===== src/rtl/cpu_mem_bridge_if.sv =====
// CPU-facing bus of the memory bridge: instruction-fetch channel plus data load/store channel.
// The CPU side uses the master modport; the bridge uses the slave modport.
interface cpu_mem_bridge_if;
    logic [31:0] PC;
    logic        Inst_Req_Valid;
    logic        Inst_Req_Ready;
    logic [31:0] Instruction;
    logic        Inst_Valid;
    logic        Inst_Ready;

    logic [31:0] Address;
    logic        MemWrite;
    logic [31:0] Write_data;
    logic [3:0]  Write_strb;
    logic        MemRead;
    logic        Mem_Req_Ready;
    logic [31:0] Read_data;
    logic        Read_data_Valid;
    logic        Read_data_Ready;

    modport master (
        output PC, Inst_Req_Valid, Inst_Ready,
        output Address, MemWrite, Write_data, Write_strb, MemRead, Read_data_Ready,
        input  Inst_Req_Ready, Instruction, Inst_Valid,
        input  Mem_Req_Ready, Read_data, Read_data_Valid
    );

    modport slave (
        input  PC, Inst_Req_Valid, Inst_Ready,
        input  Address, MemWrite, Write_data, Write_strb, MemRead, Read_data_Ready,
        output Inst_Req_Ready, Instruction, Inst_Valid,
        output Mem_Req_Ready, Read_data, Read_data_Valid
    );
endinterface


===== src/rtl/cpu_mem_bridge.sv =====
// Merges the CPU fetch and load/store channels onto one single-ported word SRAM,
// with one transaction in flight and a held response register.
module cpu_mem_bridge #(
    parameter int MEM_AW = 14,
    parameter int RD_LAT = 1
) (
    input  logic              clk,
    input  logic              rst_n,
    cpu_mem_bridge_if.slave   cpu,
    output logic              mem_en,
    output logic [3:0]        mem_we,
    output logic [MEM_AW-1:0] mem_addr,
    output logic [31:0]       mem_wdata,
    input  logic [31:0]       mem_rdata,
    output logic              proto_err
);

    localparam int CNT_W = 3;

    typedef enum logic [1:0] {
        ST_IDLE  = 2'd0,
        ST_ISSUE = 2'd1,
        ST_WAIT  = 2'd2,
        ST_RESP  = 2'd3
    } state_e;

    typedef enum logic [1:0] {
        KIND_INST  = 2'd0,
        KIND_LOAD  = 2'd1,
        KIND_STORE = 2'd2
    } kind_e;

    state_e              state_q, state_d;
    kind_e               kind_q, kind_d;
    logic [MEM_AW-1:0]   addr_q, addr_d;
    logic [31:0]         wdata_q, wdata_d;
    logic [CNT_W-1:0]    cnt_q, cnt_d;
    logic [31:0]         resp_q, resp_d;
    logic                mem_en_q, mem_en_d;
    logic [3:0]          mem_we_q, mem_we_d;
    logic                inst_valid_q, inst_valid_d;
    logic                rd_valid_q, rd_valid_d;
    logic                proto_err_q, proto_err_d;

    logic                data_req_s;
    logic                data_acc_s;
    logic                inst_acc_s;
    logic                resp_take_s;
    logic                unused_s;

    // Data requests win over fetches; gating with rst_n keeps the readies low during reset.
    assign data_req_s  = cpu.MemRead | cpu.MemWrite;
    assign data_acc_s  = rst_n & (state_q == ST_IDLE) & data_req_s;
    assign inst_acc_s  = rst_n & (state_q == ST_IDLE) & cpu.Inst_Req_Valid & ~data_req_s;
    assign resp_take_s = ((kind_q == KIND_INST) & cpu.Inst_Ready) |
                         ((kind_q == KIND_LOAD) & cpu.Read_data_Ready);

    // Address bits above the SRAM and the byte offset alias and are intentionally dropped.
    assign unused_s = ^{cpu.PC[31:MEM_AW+2], cpu.PC[1:0],
                        cpu.Address[31:MEM_AW+2], cpu.Address[1:0]};

    assign cpu.Mem_Req_Ready   = data_acc_s;
    assign cpu.Inst_Req_Ready  = inst_acc_s;
    assign cpu.Instruction     = resp_q;
    assign cpu.Read_data       = resp_q;
    assign cpu.Inst_Valid      = inst_valid_q;
    assign cpu.Read_data_Valid = rd_valid_q;

    assign mem_en    = mem_en_q;
    assign mem_we    = mem_we_q;
    assign mem_addr  = addr_q;
    assign mem_wdata = wdata_q;
    assign proto_err = proto_err_q;

    // Next-state and next-output logic of the transaction FSM.
    always_comb begin
        state_d      = state_q;
        kind_d       = kind_q;
        addr_d       = addr_q;
        wdata_d      = wdata_q;
        cnt_d        = cnt_q;
        resp_d       = resp_q;
        mem_en_d     = 1'b0;
        mem_we_d     = 4'b0000;
        inst_valid_d = inst_valid_q;
        rd_valid_d   = rd_valid_q;
        proto_err_d  = proto_err_q;

        case (state_q)
            ST_IDLE: begin
                if (data_acc_s) begin
                    addr_d  = cpu.Address[MEM_AW+1:2];
                    wdata_d = cpu.Write_data;
                    state_d = ST_ISSUE;
                    if (cpu.MemWrite) begin
                        // A simultaneous read is dropped; the store still goes ahead.
                        kind_d      = KIND_STORE;
                        mem_en_d    = |cpu.Write_strb;
                        mem_we_d    = cpu.Write_strb;
                        proto_err_d = proto_err_q | cpu.MemRead;
                    end else begin
                        kind_d   = KIND_LOAD;
                        mem_en_d = 1'b1;
                    end
                end else if (inst_acc_s) begin
                    kind_d   = KIND_INST;
                    addr_d   = cpu.PC[MEM_AW+1:2];
                    mem_en_d = 1'b1;
                    state_d  = ST_ISSUE;
                end else begin
                    state_d = ST_IDLE;
                end
            end
            ST_ISSUE: begin
                if (kind_q == KIND_STORE) begin
                    state_d = ST_IDLE;
                end else begin
                    cnt_d   = CNT_W'(RD_LAT);
                    state_d = ST_WAIT;
                end
            end
            ST_WAIT: begin
                if (cnt_q == 3'd1) begin
                    resp_d       = mem_rdata;
                    inst_valid_d = (kind_q == KIND_INST);
                    rd_valid_d   = (kind_q == KIND_LOAD);
                    state_d      = ST_RESP;
                end else begin
                    cnt_d = cnt_q - 3'd1;
                end
            end
            ST_RESP: begin
                if (resp_take_s) begin
                    inst_valid_d = 1'b0;
                    rd_valid_d   = 1'b0;
                    state_d      = ST_IDLE;
                end else begin
                    state_d = ST_RESP;
                end
            end
            default: begin
                inst_valid_d = 1'b0;
                rd_valid_d   = 1'b0;
                state_d      = ST_IDLE;
            end
        endcase
    end

    // State and registered-output update; reset discards any in-flight transaction.
    always_ff @(posedge clk or negedge rst_n) begin
        if (!rst_n) begin
            state_q      <= ST_IDLE;
            kind_q       <= KIND_INST;
            addr_q       <= '0;
            wdata_q      <= 32'd0;
            cnt_q        <= 3'd0;
            resp_q       <= 32'd0;
            mem_en_q     <= 1'b0;
            mem_we_q     <= 4'b0000;
            inst_valid_q <= 1'b0;
            rd_valid_q   <= 1'b0;
            proto_err_q  <= 1'b0;
        end else begin
            state_q      <= state_d;
            kind_q       <= kind_d;
            addr_q       <= addr_d;
            wdata_q      <= wdata_d;
            cnt_q        <= cnt_d;
            resp_q       <= resp_d;
            mem_en_q     <= mem_en_d;
            mem_we_q     <= mem_we_d;
            inst_valid_q <= inst_valid_d;
            rd_valid_q   <= rd_valid_d;
            proto_err_q  <= proto_err_d;
        end
    end

endmodule


===== src/flat_wrapper.sv =====
// flat-port wrapper written by rule: the top's interface ports become plain ports
module cpu_mem_bridge_flat 
#(
    parameter int MEM_AW = 14,
    parameter int RD_LAT = 1
)
  (clk, rst_n, mem_en, mem_we, mem_addr, mem_wdata, mem_rdata, proto_err, cpu_PC, cpu_Inst_Req_Valid, cpu_Inst_Ready, cpu_Address, cpu_MemWrite, cpu_Write_data, cpu_Write_strb, cpu_MemRead, cpu_Read_data_Ready, cpu_Inst_Req_Ready, cpu_Instruction, cpu_Inst_Valid, cpu_Mem_Req_Ready, cpu_Read_data, cpu_Read_data_Valid);
  cpu_mem_bridge_if cpu_i ();
  input  logic clk;
  input  logic rst_n;
  output logic mem_en;
  output logic [3:0] mem_we;
  output logic [MEM_AW-1:0] mem_addr;
  output logic [31:0] mem_wdata;
  input  logic [31:0] mem_rdata;
  output logic proto_err;
  input wire logic [$bits(cpu_i.PC)-1:0] cpu_PC;
  input wire logic [$bits(cpu_i.Inst_Req_Valid)-1:0] cpu_Inst_Req_Valid;
  input wire logic [$bits(cpu_i.Inst_Ready)-1:0] cpu_Inst_Ready;
  input wire logic [$bits(cpu_i.Address)-1:0] cpu_Address;
  input wire logic [$bits(cpu_i.MemWrite)-1:0] cpu_MemWrite;
  input wire logic [$bits(cpu_i.Write_data)-1:0] cpu_Write_data;
  input wire logic [$bits(cpu_i.Write_strb)-1:0] cpu_Write_strb;
  input wire logic [$bits(cpu_i.MemRead)-1:0] cpu_MemRead;
  input wire logic [$bits(cpu_i.Read_data_Ready)-1:0] cpu_Read_data_Ready;
  output wire logic [$bits(cpu_i.Inst_Req_Ready)-1:0] cpu_Inst_Req_Ready;
  output wire logic [$bits(cpu_i.Instruction)-1:0] cpu_Instruction;
  output wire logic [$bits(cpu_i.Inst_Valid)-1:0] cpu_Inst_Valid;
  output wire logic [$bits(cpu_i.Mem_Req_Ready)-1:0] cpu_Mem_Req_Ready;
  output wire logic [$bits(cpu_i.Read_data)-1:0] cpu_Read_data;
  output wire logic [$bits(cpu_i.Read_data_Valid)-1:0] cpu_Read_data_Valid;
  assign cpu_i.PC = cpu_PC;
  assign cpu_i.Inst_Req_Valid = cpu_Inst_Req_Valid;
  assign cpu_i.Inst_Ready = cpu_Inst_Ready;
  assign cpu_i.Address = cpu_Address;
  assign cpu_i.MemWrite = cpu_MemWrite;
  assign cpu_i.Write_data = cpu_Write_data;
  assign cpu_i.Write_strb = cpu_Write_strb;
  assign cpu_i.MemRead = cpu_MemRead;
  assign cpu_i.Read_data_Ready = cpu_Read_data_Ready;
  assign cpu_Inst_Req_Ready = cpu_i.Inst_Req_Ready;
  assign cpu_Instruction = cpu_i.Instruction;
  assign cpu_Inst_Valid = cpu_i.Inst_Valid;
  assign cpu_Mem_Req_Ready = cpu_i.Mem_Req_Ready;
  assign cpu_Read_data = cpu_i.Read_data;
  assign cpu_Read_data_Valid = cpu_i.Read_data_Valid;
  cpu_mem_bridge #(.MEM_AW(MEM_AW), .RD_LAT(RD_LAT)) u_core (.clk(clk), .rst_n(rst_n), .cpu(cpu_i), .mem_en(mem_en), .mem_we(mem_we), .mem_addr(mem_addr), .mem_wdata(mem_wdata), .mem_rdata(mem_rdata), .proto_err(proto_err));
endmodule

===== config.mk =====
export PLATFORM = sky130hd
export DESIGN_NAME = cpu_mem_bridge_flat
export DESIGN_NICKNAME = d
export VERILOG_FILES = /design/src/rtl/cpu_mem_bridge_if.sv /design/src/rtl/cpu_mem_bridge.sv /design/src/flat_wrapper.sv
export SDC_FILE = /design/constraint.sdc
export NUM_CORES = 1
export LEC_CHECK = 0
export ABC_CLOCK_PERIOD_IN_PS = 1700
export CAP_MARGIN = 0
export CORE_ASPECT_RATIO = 0.6
export CORE_MARGIN = 2
export CORE_UTILIZATION = 33
export DETAILED_ROUTE_END_ITERATION = 10
export PLACE_DENSITY = 0.87
export SKIP_LAST_GASP = 1
export SLEW_MARGIN = 30
export SYNTH_ARGS = -nofsm -noshare
export SYNTH_HDL_FRONTEND = slang
export SYNTH_SLANG_ARGS = --single-unit
export TNS_END_PERCENT = 30

===== constraint.sdc =====
create_clock -name clk -period 1.7 [get_ports clk]
set_input_delay 0.255 -clock clk [delete_from_list [all_inputs] [get_ports clk]]
set_output_delay 0.255 -clock clk [all_outputs]
set_load 0.01 [all_outputs]

# --- Yosys cells after proc, flatten, opt, wreduce, memory -nomap -nowiden ---
# Cells that the tools add are included.
totals:
  regBits: 93
  latch_bits: 0
  ramBits: 0
  rom_bits: 0
  in_bits: 139
  output_inout_bits: 120
  wordCells: 70
  mem_count: 0
op_classes:
  n_addsub: 1
  mul: 0
  div_mod_pow: 0
  n_lt_le_gt_ge: 0
  n_eq_ne: 10
  shift: 0
  mux: 26
  bitwise: 10
  reduce_logical: 12
ops:
  columns: ["op", "count"]
  rows:
  - ["$mux 14", 2]
  - ["$mux 2", 7]
  - ["$mux 4", 3]
  - ["$reduce_and 3->1", 3]
  - ["$mux 1", 8]
  - ["$pmux 2 s4", 1]
  - ["$and 1x1->1", 6]
  - ["$eq 2x2->1 const B", 3]
  - ["$mux 3", 2]
  - ["$pmux 3 s2", 1]
  - ["$reduce_and 2->1", 3]
  - ["$reduce_bool 2->1", 3]
  - ["$eq 2x1->1 const B", 2]
  - ["$logic_not 2->1", 2]
  - ["$ne 2x1->1 const B", 2]
  - ["$ne 2x2->1 const B", 2]
  - ["$pmux 1 s2", 2]
  - ["$reduce_or 4->1", 1]
  - ["$eq 3x1->1 const B", 1]
  - ["$or 1x1->1", 3]
  - ["$sub 3x1->3 const B", 1]
  - ["$not 1->1", 1]

# --- Depth between registers and ports, before layout ---
# Gate-level depths: netlist of run 1.
depth:
  depth_word: 7
  mapped_depth: 10

# --- Worst setup path before layout of run 1 ---
# Ideal clock, no wire load.
synth_path:
  path_type: "register to output"
  startpoint: "reg u_core.state_q[0]"
  endpoint: "out cpu_Mem_Req_Ready"
  arrival_ns: 1.390
  path_slack_ns: 0.055
  path_stages_with_launch: 9
  n_path_buf: 3
  cell_sequence: "dfrtp_1 -> inv_1 -> ha_1 -> nand2_1 -> or2_1 -> buf_2 -> clkinv_2 -> buf_6 -> buf_6"
synth_via:
  elab_chain_cells: 3
synth_rtl:
  columns: ["item", "line", "text"]
  rows:
  - ["start: declaration", "cpu_mem_bridge.sv:33", "state_e state_q, state_d;"]
  - ["start signal: assignment", "cpu_mem_bridge.sv:164", "state_q <= state_d;"]
  - ["$logic_not 2->1", "cpu_mem_bridge.sv:53", "assign data_acc_s = rst_n & (state_q == ST_IDLE) & data_req_s;"]
  - ["$and 1x1->1 (2 in series)", "cpu_mem_bridge.sv:53", null]
  - ["end: declaration", "flat_wrapper.sv:29", "output wire logic [$bits(cpu_i.Mem_Req_Ready)-1:0] cpu_Mem_Req_Ready;"]
# Every way passes these cells.

# --- Worst setup path in the final report of run 1 ---
layout_path:
  startpoint: "reg u_core.state_q[0]"
  endpoint: "reg u_core.resp_q[9], in the netlist u_core.cpu.Instruction[9]"
layout_via:
  elab_chain_cells: 2
layout_rtl:
  columns: ["item", "line", "text"]
  rows:
  - ["$eq 2x2->1", "cpu_mem_bridge.sv:89", "case (state_q)"]
  - ["$reduce_and 2->1 (no line)", null, null]
  - ["end signal: assignment", "cpu_mem_bridge.sv:169", "resp_q <= resp_d;"]
  - ["end: declaration", "cpu_mem_bridge.sv:38", "logic [31:0] resp_q, resp_d;"]
# Every way passes these cells.
# A chain may end at the register's enable or synchronous reset.

==> impl_metrics.json, run 1 <==
{
  "cts.clk_slew.worst_paths_ns": 0.07,
  "ant_nets": 0,
  "pwr-share-comb": 0.487,
  "drive_gt1_frac": 0.0893,
  "dieArea_um2": 13200,
  "slew_violations": 0,
  "synth.top_cell.area_share": 0.577,
  "setup_viol": 0,
  "cts_buffers": 9,
  "synth-edff-count": 0,
  "core_um2": 12000,
  "drcViolationCount": 0,
  "clk_path_buf_depth": 2,
  "syn_area_per_cell_um2": 10.9,
  "io_buffers": 222,
  "clkLatencyLatePin_ns": 0.33,
  "tritoncts": "done",
  "vdd_ir_drop_max_v": 0.000700,
  "crit_path_top_delay_cell": "dfrtp_1",
  "power.internal_mw": 7.96,
  "maxCapViolations": 0,
  "yosysMostFrequentCell": "nand2_1",
  "fmax_ghz": 0.596,
  "crit_fanout": 17,
  "fillerInstances": 993,
  "start_util": 0.337,
  "crit_buf_inv": 4,
  "root_buffer": "clkbuf_16",
  "synth_flop_cell": "dfrtp_1",
  "yosysWarningCount": 0,
  "fin_nets": 723,
  "synth-seq-cells": 93,
  "slowest_delay_ns": 0.40,
  "vias": 3330,
  "synthCells": 370,
  "multi_input_area_um2": 1390,
  "violations": "hold timing",
  "grt_use_total": 0.162,
  "dp_hpwl_um": 8290,
  "crit_family": "buffers and inverters",
  "power_density_nw_per_um2": 1760,
  "synthTopCellsByCount": "nand2_1 (119), dfrtp_1 (93), buf_4 (34)",
  "totalWireLength_um": 10900,
  "hold_ws_ns": -0.00585,
  "netlist_area_um2": 4040,
  "drtPass1Iterations": 4,
  "switchingPower_mw": 3.87,
  "first_iter_violations": 90,
  "end_kind": "flop",
  "tightest_slew_ns": 0.705,
  "antenna_found_initial": 0,
  "synth_async_sr_flop_share": 1.00,
  "overflow": 0,
  "htree_num_levels": 3,
  "critPathLaunchType": "flop",
  "path_class": "flop to flop",
  "power_frac_seq": 0.332,
  "period_share": 0.987,
  "p_leak_nw": 2.99,
  "status": "finished, violations left",
  "hold_violations": 6,
  "p_clk_frac": 0.181,
  "io_pins": 259,
  "critPathRequiredTime_ns": 1.91,
  "synth.yosys.seq_area_share": 0.577,
  "syn-num-nets": 516,
  "grt_pass1_wl_um": 16700,
  "die_w_um": 147,
  "fin_skew_ns": 0.00624,
  "ys_types": 33,
  "slew_headroom": 0.530,
  "switching_share": 0.327,
  "num_rows": 31,
  "ys_top_cells_by_area": "dfrtp_1 (58%), nand2_1 (11%), mux2_1 (8.9%), buf_4 (6.3%), mux2i_1 (3.7%)",
  "grt_max_degree": 57,
  "finalCriticalPeriod_ns": 1.68,
  "avgViaCountPerCell": 4.46,
  "grt_pass1_vias": 3302,
  "area_growth_pct": 66.6,
  "diodes": 0,
  "gp_congestion": 0.773,
  "clkSinkCount": 93,
  "worstPathArrival_ns": 1.89,
  "rsz0062_at_grt": "true",
  "cp_cell_sequence": "inv_2, buf_4, ha_2, nand3b_1, buf_6, clkbuf_16, mux2_1",
  "setup_tns_ns": 0,
  "die_h_um": 89.7,
  "regArea_um2": 2330,
  "yosysTopAreaCell": "dfrtp_1",
  "min_path_type": "input port to asynchronous set/reset pin",
  "avgRoutedWirePerCell_um": 14.6
}
-- worst paths after layout --
check                                    start                        end  slack (ns)  depth (start not counted)
max                          u_core.state_q[0]  u_core.cpu.Instruction[9]        0.02                          7
min reg2reg                u_core.mem_wdata[9]        u_core.mem_wdata[9]        0.47                          2
min in group clk            cpu_Write_data[25]       u_core.mem_wdata[25]        0.45                          3
min                                      rst_n           u_core.proto_err      -0.006                          2
max reg2reg                  u_core.state_q[0]  u_core.cpu.Instruction[9]        0.02                          7
max in group asynchronous                rst_n       u_core.mem_wdata[19]        0.59                          3
-- cell usage in the layout, fill, tap and decap left out, drive strengths merged, types with 3 or more instances in the layout --
| cell type | synthesis | final |
|---|---|---|
| nand2 | 119 | 119 |
| mux2 | 33 | 33 |
| and2 | 4 | 4 |
| ha | 7 | 7 |
| o21ai | 18 | 18 |
| dfrtp | 93 | 93 |
| a21oi | 3 | 3 |
| clkbuf | 4 | 12 |
| buf | 43 | 21 |
| inv | 7 | 8 |
| nor2 | 3 | 3 |
| clkinv | 1 | 4 |
| clkdlybuf4s50 | 0 | 219 |
| mux2i | 15 | 15 |
-- stage by stage --
| stage | util | worst slack, ns | cells | total power [mW] | area [um2] |
|---|---|---|---|---|---|
| 3_3_place_gp | 0.525 | -0.294 | 726 | 9.38 | 6290 |
| 6_report | 0.561 | 0.0224 | 747 | 11.8 | 6720 |
| 4_1_cts | 0.554 | -0.0138 | 742 | 11.9 | 6640 |
| 2_1_floorplan | - | 0.0549 | 370 | 6.51 | 4040 |
| 3_5_place_dp | 0.525 | -0.301 | 726 | 9.60 | 6290 |
| 5_1_grt | 0.561 | -0.0281 | 747 | 12.6 | 6720 |
-- registers in the layout, indices dropped and copies added, names as in the netlist --
| name | cells |
|---|---|
| u_core.cpu.Inst_Valid | 1 |
| u_core.kind_q | 2 |
| u_core.cpu.Instruction | 32 |
| u_core.cpu.Read_data_Valid | 1 |
| u_core.mem_we | 4 |
| u_core.mem_wdata | 32 |
| u_core.state_q | 2 |
| u_core.mem_en | 1 |
| u_core.cnt_q | 3 |
| u_core.proto_err | 1 |
| u_core.mem_addr | 14 |
-- power groups by stage --
| stage | Combinational, mW | Sequential [mW] | Clock, mW |
|---|---|---|---|
| 2_1_floorplan | 2.17 | 4.34 | 0 |
| 3_3_place_gp | 5.51 | 3.87 | 0 |
| 4_1_cts | 5.71 | 3.93 | 2.22 |
| 6_report | 5.76 | 3.92 | 2.14 |
| 5_1_grt | 6.18 | 4.08 | 2.32 |
| 3_5_place_dp | 5.64 | 3.96 | 0 |
-- logic make-up (layout without fill, tap and decap cells) --
group | after synthesis | count (layout) | synth area share
fa+ha+maj | 7 | 7 | 0.0217
compound gates | 30 | 30 | 0.0443
simple gates | 137 | 137 | 0.137
mux | 48 | 48 | 0.129
buf+inv | 55 | 267 | 0.0914
flops | 93 | 93 | 0.577
-- layout make-up --
| type | count | area share |
|---|---|---|
| Clock buffer | 9 | 0.0335 |
| Tap cell | 165 | 0.0307 |
| Clock inverter | 7 | 0.0147 |
| Inverter | 8 | 0.00521 |
| Sequential cell | 93 | 0.346 |
| Timing Repair Buffer | 243 | 0.363 |
| Multi-Input combinational cell | 222 | 0.207 |
-- per-layer routing --
metal  track usage  up-vias  wire (um)
met4        0.0468        0        137
met2         0.279      137       5280
met1         0.195     1593       4620
li1              -     1586          -
met3        0.0581       14        860
met5             0        -          0
-- timing repair --
item	CTS	global route
hold buffers	0	0
setup buffers	0	3
pin swaps	1	3
setup endpoints to repair	16	29
gates cloned	0	2
resized for setup	16	7
Note: power is estimated with default switching activity, not from simulation.
==> run 2, diff against run 1 <==
Settings changed: PLACE_DENSITY 0.87 to 0.86.
==> impl_metrics.json, run 2 (synthesis gave the netlist of run 1 again) <==
{
  "slew_headroom": 0.670,
  "slew_violations": 0,
  "dp_hpwl_um": 8130,
  "core_um2": 12000,
  "crit_fanout": 2,
  "antenna_found_initial": 0,
  "worstPathArrival_ns": 1.43,
  "hold_ws_ns": -0.0111,
  "htree_num_levels": 3,
  "rsz0062_at_grt": "true",
  "maxCapViolations": 0,
  "clkLatencyLatePin_ns": 0.33,
  "die_w_um": 147,
  "diodes": 0,
  "cp_cell_sequence": "inv_2, ha_4, nand2_2, or2_4, clkinv_4, buf_6",
  "fmax_ghz": 0.592,
  "layout_commonest_cell": "clkdlybuf4s50_1",
  "hold_violations": 8,
  "avgRoutedWirePerCell_um": 14.2,
  "mostFrequentLayoutCells": "clkdlybuf4s50_1 (219), nand2_1 (118), dfrtp_1 (93)",
  "grt_use_total": 0.159,
  "path_class": "flop to output port",
  "cts_buffers": 9,
  "critPathLaunchType": "flop",
  "vdd_ir_drop_max_v": 0.000645,
  "violations": "hold timing",
  "timing.rr.end": "u_core.cpu.Instruction[4]",
  "overflow": 0,
  "min_path_type": "input port to asynchronous set/reset pin",
  "period_share": 0.994,
  "setup_viol": 0,
  "grt_pass1_vias": 3350,
  "grt_max_degree": 96,
  "drcViolationCount": 0,
  "r2r-start": "u_core.state_q[0]",
  "dieArea_um2": 13200,
  "first_iter_violations": 130,
  "critPathRequiredTime_ns": 1.44,
  "drtPass1Iterations": 4,
  "fillerInstances": 998,
  "slowest_delay_ns": 0.40,
  "start_util": 0.337,
  "tritoncts": "done",
  "io_pins": 259,
  "crit_path_top_delay_cell": "dfrtp_1",
  "num_rows": 31,
  "finalCriticalPeriod_ns": 1.69,
  "grt_pass1_wl_um": 16500,
  "place_inst": 728,
  "clk_path_buf_depth": 2,
  "die_h_um": 89.7,
  "root_buffer": "clkbuf_16",
  "ant_nets": 0,
  "fin_skew_ns": 0.00342,
  "r2r_slack_ns": 0.04,
  "totalWireLength_um": 10600,
  "cts.clk_slew.worst_paths_ns": 0.06,
  "fin_util": 0.555,
  "vias": 3291,
  "status": "finished, violations left",
  "gp_congestion": 0.750,
  "end_kind": "output port",
  "fin_nets": 721,
  "finalPower_mw": 11.6,
  "power_density_nw_per_um2": 1740,
  "r2r_cells": 6,
  "io_buffers": 222,
  "p_leak_nw": 2.94,
  "tightest_slew_ns": 0.495,
  "setup_tns_ns": 0,
  "avgViaCountPerCell": 4.42,
  "area_growth_pct": 64.7,
  "stdcell_count": 745,
  "clkSinkCount": 93,
  "drive_gt1_frac": 0.0793
}
-- run 2: cell types whose count changed in the layout (fill, tap and decap cells not counted), sizes merged --
cell,before,now
clkinvlp,1,3
clkbuf,12,10
inv,8,9
clkinv,4,1
bufinv,2,1
buf,21,22
-- run 2: final cells by class --
cell class,count,area [um2],share of cell area
clock buffers,10,229,0.0345
clock inverters,6,70.1,0.0105
inverters,8,35.0,0.00527
multi-input cells,222,1380,0.207
flip-flops and latches,93,2330,0.350
well taps,165,206,0.0311
repair buffers,241,2400,0.361
-- run 2: repair_timing --
| item | CTS | global route |
|---|---|---|
| endpoints found under the setup margin | 46 | 73 |
| hold buffers | 0 | 0 |
| gates resized for setup | 19 | 3 |
| pin swaps | 1 | 0 |
| buffers inserted | 1 | 0 |
-- run 2: where the power goes --
part / switching [mW] / internal, mW
combinational: 2.30 / 3.36
sequential: 0.684 / 3.24
clock: 0.846 / 1.15
-- run 2: per-stage QoR --
stage / instance area [um2] / worst slack [ns] / hold slack [ns]
5_1_grt: 6650 / -0.0537 / 0.0361
2_1_floorplan: 4040 / 0.0549 / -0.0406
3_5_place_dp: 6300 / -0.347 / 0.375
4_1_cts: 6630 / -0.00137 / 0.0135
6_report: 6650 / 0.0107 / -0.0111
3_3_place_gp: 6300 / -0.308 / 0.363
-- run 2: per-layer routing --
metal  global-route usage  part of all wire
met1                0.193              0.42
met2                0.277              0.49
met3               0.0500             0.071
met4               0.0503             0.010
met5                    0                 0
-- run 2: how the worst max path moves through the flow --
stage          depth (start not counted)                    to  slack, ns         startpoint
3_3_place_gp                           5     cpu_Mem_Req_Ready      -0.31        cpu_MemRead
2_1_floorplan                          8     cpu_Mem_Req_Ready       0.05  u_core.state_q[0]
4_1_cts                                6     u_core.state_q[1]     -0.001  u_core.state_q[0]
5_1_grt                                8   u_core.mem_addr[10]      -0.05  u_core.state_q[1]
3_5_place_dp                           8  u_core.mem_wdata[17]      -0.35        cpu_MemRead
6_report                               6     cpu_Mem_Req_Ready       0.01  u_core.state_q[1]
-- run 2: critical path: cells and delay by family, from the launching register on --
family                   cells  cell delay, ns
adder cells (fa/ha/maj)      1            0.13
buffers and inverters        3            0.26
flip-flops                   1            0.40
AND/OR/NAND/NOR              2            0.31
==> run 3, diff against run 2 <==
Settings changed: CORE_ASPECT_RATIO 0.6 to 0.8, SETUP_SLACK_MARGIN set to 0.5.
==> impl_metrics.json, run 3 (synthesis gave the netlist of run 1 again) <==
{
  "vias": 3404,
  "finalCriticalPeriod_ns": 1.70,
  "grt_pass1_vias": 3567,
  "multi_input_area_um2": 1510,
  "totalWireLength_um": 11500,
  "period_share": 0.997,
  "maxCapViolations": 0,
  "grt_max_degree": 96,
  "cp_cell_sequence": "inv_2, buf_4, ha_4, nand3b_1, buf_6, bufbuf_16, mux2_4",
  "htree_num_levels": 3,
  "crit_buf_inv": 4,
  "slew_violations": 0,
  "diodes": 0,
  "setup_tns_ns": 0,
  "drive_gt1_frac": 0.133,
  "crit_path_top_delay_cell": "dfrtp_1",
  "gp_congestion": 0.777,
  "setup_viol": 0,
  "io_pins": 259,
  "slew_headroom": 0.659,
  "fillerInstances": 1016,
  "finalPower_mw": 12.4,
  "ant_nets": 0,
  "core_um2": 12100,
  "crit_family": "buffers and inverters",
  "cts_buffers": 9,
  "dieArea_um2": 13100,
  "antenna_found_initial": 0,
  "vdd_ir_drop_max_v": 0.000807,
  "grt_use_total": 0.172,
  "final_area_um2": 6950,
  "dp_slack_ns": -0.394,
  "io_buffers": 222,
  "drtPass1Iterations": 4,
  "tightest_slew_ns": 0.511,
  "regArea_um2": 2330,
  "min_path_type": "input port to asynchronous set/reset pin",
  "status": "complete, no violations",
  "path_class": "flop to flop",
  "area_growth_pct": 72.2,
  "p_leak_nw": 3.15,
  "detailed_place.area_um2": 6380,
  "num_rows": 36,
  "root_buffer": "clkbuf_16",
  "layout_commonest_cell": "clkdlybuf4s50_1",
  "die_w_um": 128,
  "cts.clk_slew.worst_paths_ns": 0.06,
  "drcViolationCount": 0,
  "slowest_delay_ns": 0.39,
  "fin_nets": 730,
  "avgRoutedWirePerCell_um": 15.5,
  "fmax_ghz": 0.590,
  "rsz0062_at_grt": "true",
  "final.setup.worst_slack_ns": 0.00489,
  "dp_hpwl_um": 8340,
  "first_iter_violations": 149,
  "start_util": 0.334,
  "tritoncts": "done",
  "critPathLaunchType": "flop",
  "clk_path_buf_depth": 2,
  "die_h_um": 103,
  "clkLatencyLatePin_ns": 0.34,
  "overflow": 0,
  "avgViaCountPerCell": 4.60,
  "crit_fanout": 8,
  "fin_skew_ns": 0.00366,
  "clkSinkCount": 93,
  "hold_violations": 0,
  "mostFrequentLayoutCells": "clkdlybuf4s50_1 (219), nand2_1 (118), dfrtp_1 (93)",
  "grt_pass1_wl_um": 17500,
  "end_kind": "flop",
  "power_density_nw_per_um2": 1780,
  "hold_ws_ns": 0.0151,
  "critPathRequiredTime_ns": 1.92,
  "worstPathArrival_ns": 1.92
}
[run 3: changes by cell type in the layout (fill, tap and decap cells not counted), moves of 3 or more]
cell    before  now
buf_4       16   19
mux2_4       0   17
buf_6        2    5
mux2_1      32   16
[run 3: area by class of cell]
type,instances,share of cell area
inverter,8,0.00504
timing repair buffer,250,0.369
clock buffer,11,0.0335
tap,152,0.0274
sequential,93,0.335
multi-input combinational,222,0.217
clock inverter,4,0.0140
[run 3: power by group]
group          switching [mW]  internal [mW]
clock                   0.801           1.43
combinational            2.45           3.77
sequential              0.703           3.24
[run 3: path summary, 6_finish.rpt]
path	start	depth (start not counted)	endpoint	slack [ns]
setup / recovery	u_core.state_q[0]	7	u_core.cpu.Instruction[11]	0.005
hold / removal	rst_n	2	u_core.mem_wdata[17]	0.02
setup reg to reg	u_core.state_q[0]	7	u_core.cpu.Instruction[11]	0.005
hold reg to reg	u_core.proto_err	1	u_core.proto_err	0.47
max in group asynchronous	rst_n	2	u_core.cpu.Instruction[27]	1.32
min in group clk	cpu_Write_data[12]	3	u_core.mem_wdata[12]	0.44
[run 3: worst register-to-register path: stages, from the launching register on]
cell and delay, ns:
dfrtp_1 0.39, inv_2 0.08, buf_4 0.13, ha_4 0.13, nand3b_1 0.12, buf_6 0.16
bufbuf_16 0.28, mux2_4 0.29
[run 3: what timing repair did]
| item | 4_1_cts | 5_1_grt |
|---|---|---|
| gates cloned | 2 | 1 |
| hold buffers | 0 | 0 |
| setup buffers | 5 | 2 |
| gates resized for setup | 17 | 19 |
| pin swaps | 1 | 3 |
| setup endpoints to repair | 213 | 213 |
[run 3: stage by stage]
step	instances	utilization
global route	740	0.576
global placement	715	0.529
detailed placement	715	0.529
floorplan	370	-
finish	740	0.576
CTS	737	0.566
[run 3: layer usage]
| layer | global-route usage | wire length [um] | up-vias |
|---|---|---|---|
| met5 | 0 | 0 | - |
| met4 | 0.0710 | 250 | 0 |
| met3 | 0.0498 | 663 | 21 |
| met2 | 0.302 | 5930 | 126 |
| met1 | 0.199 | 4660 | 1660 |
| li1 | - | - | 1597 |
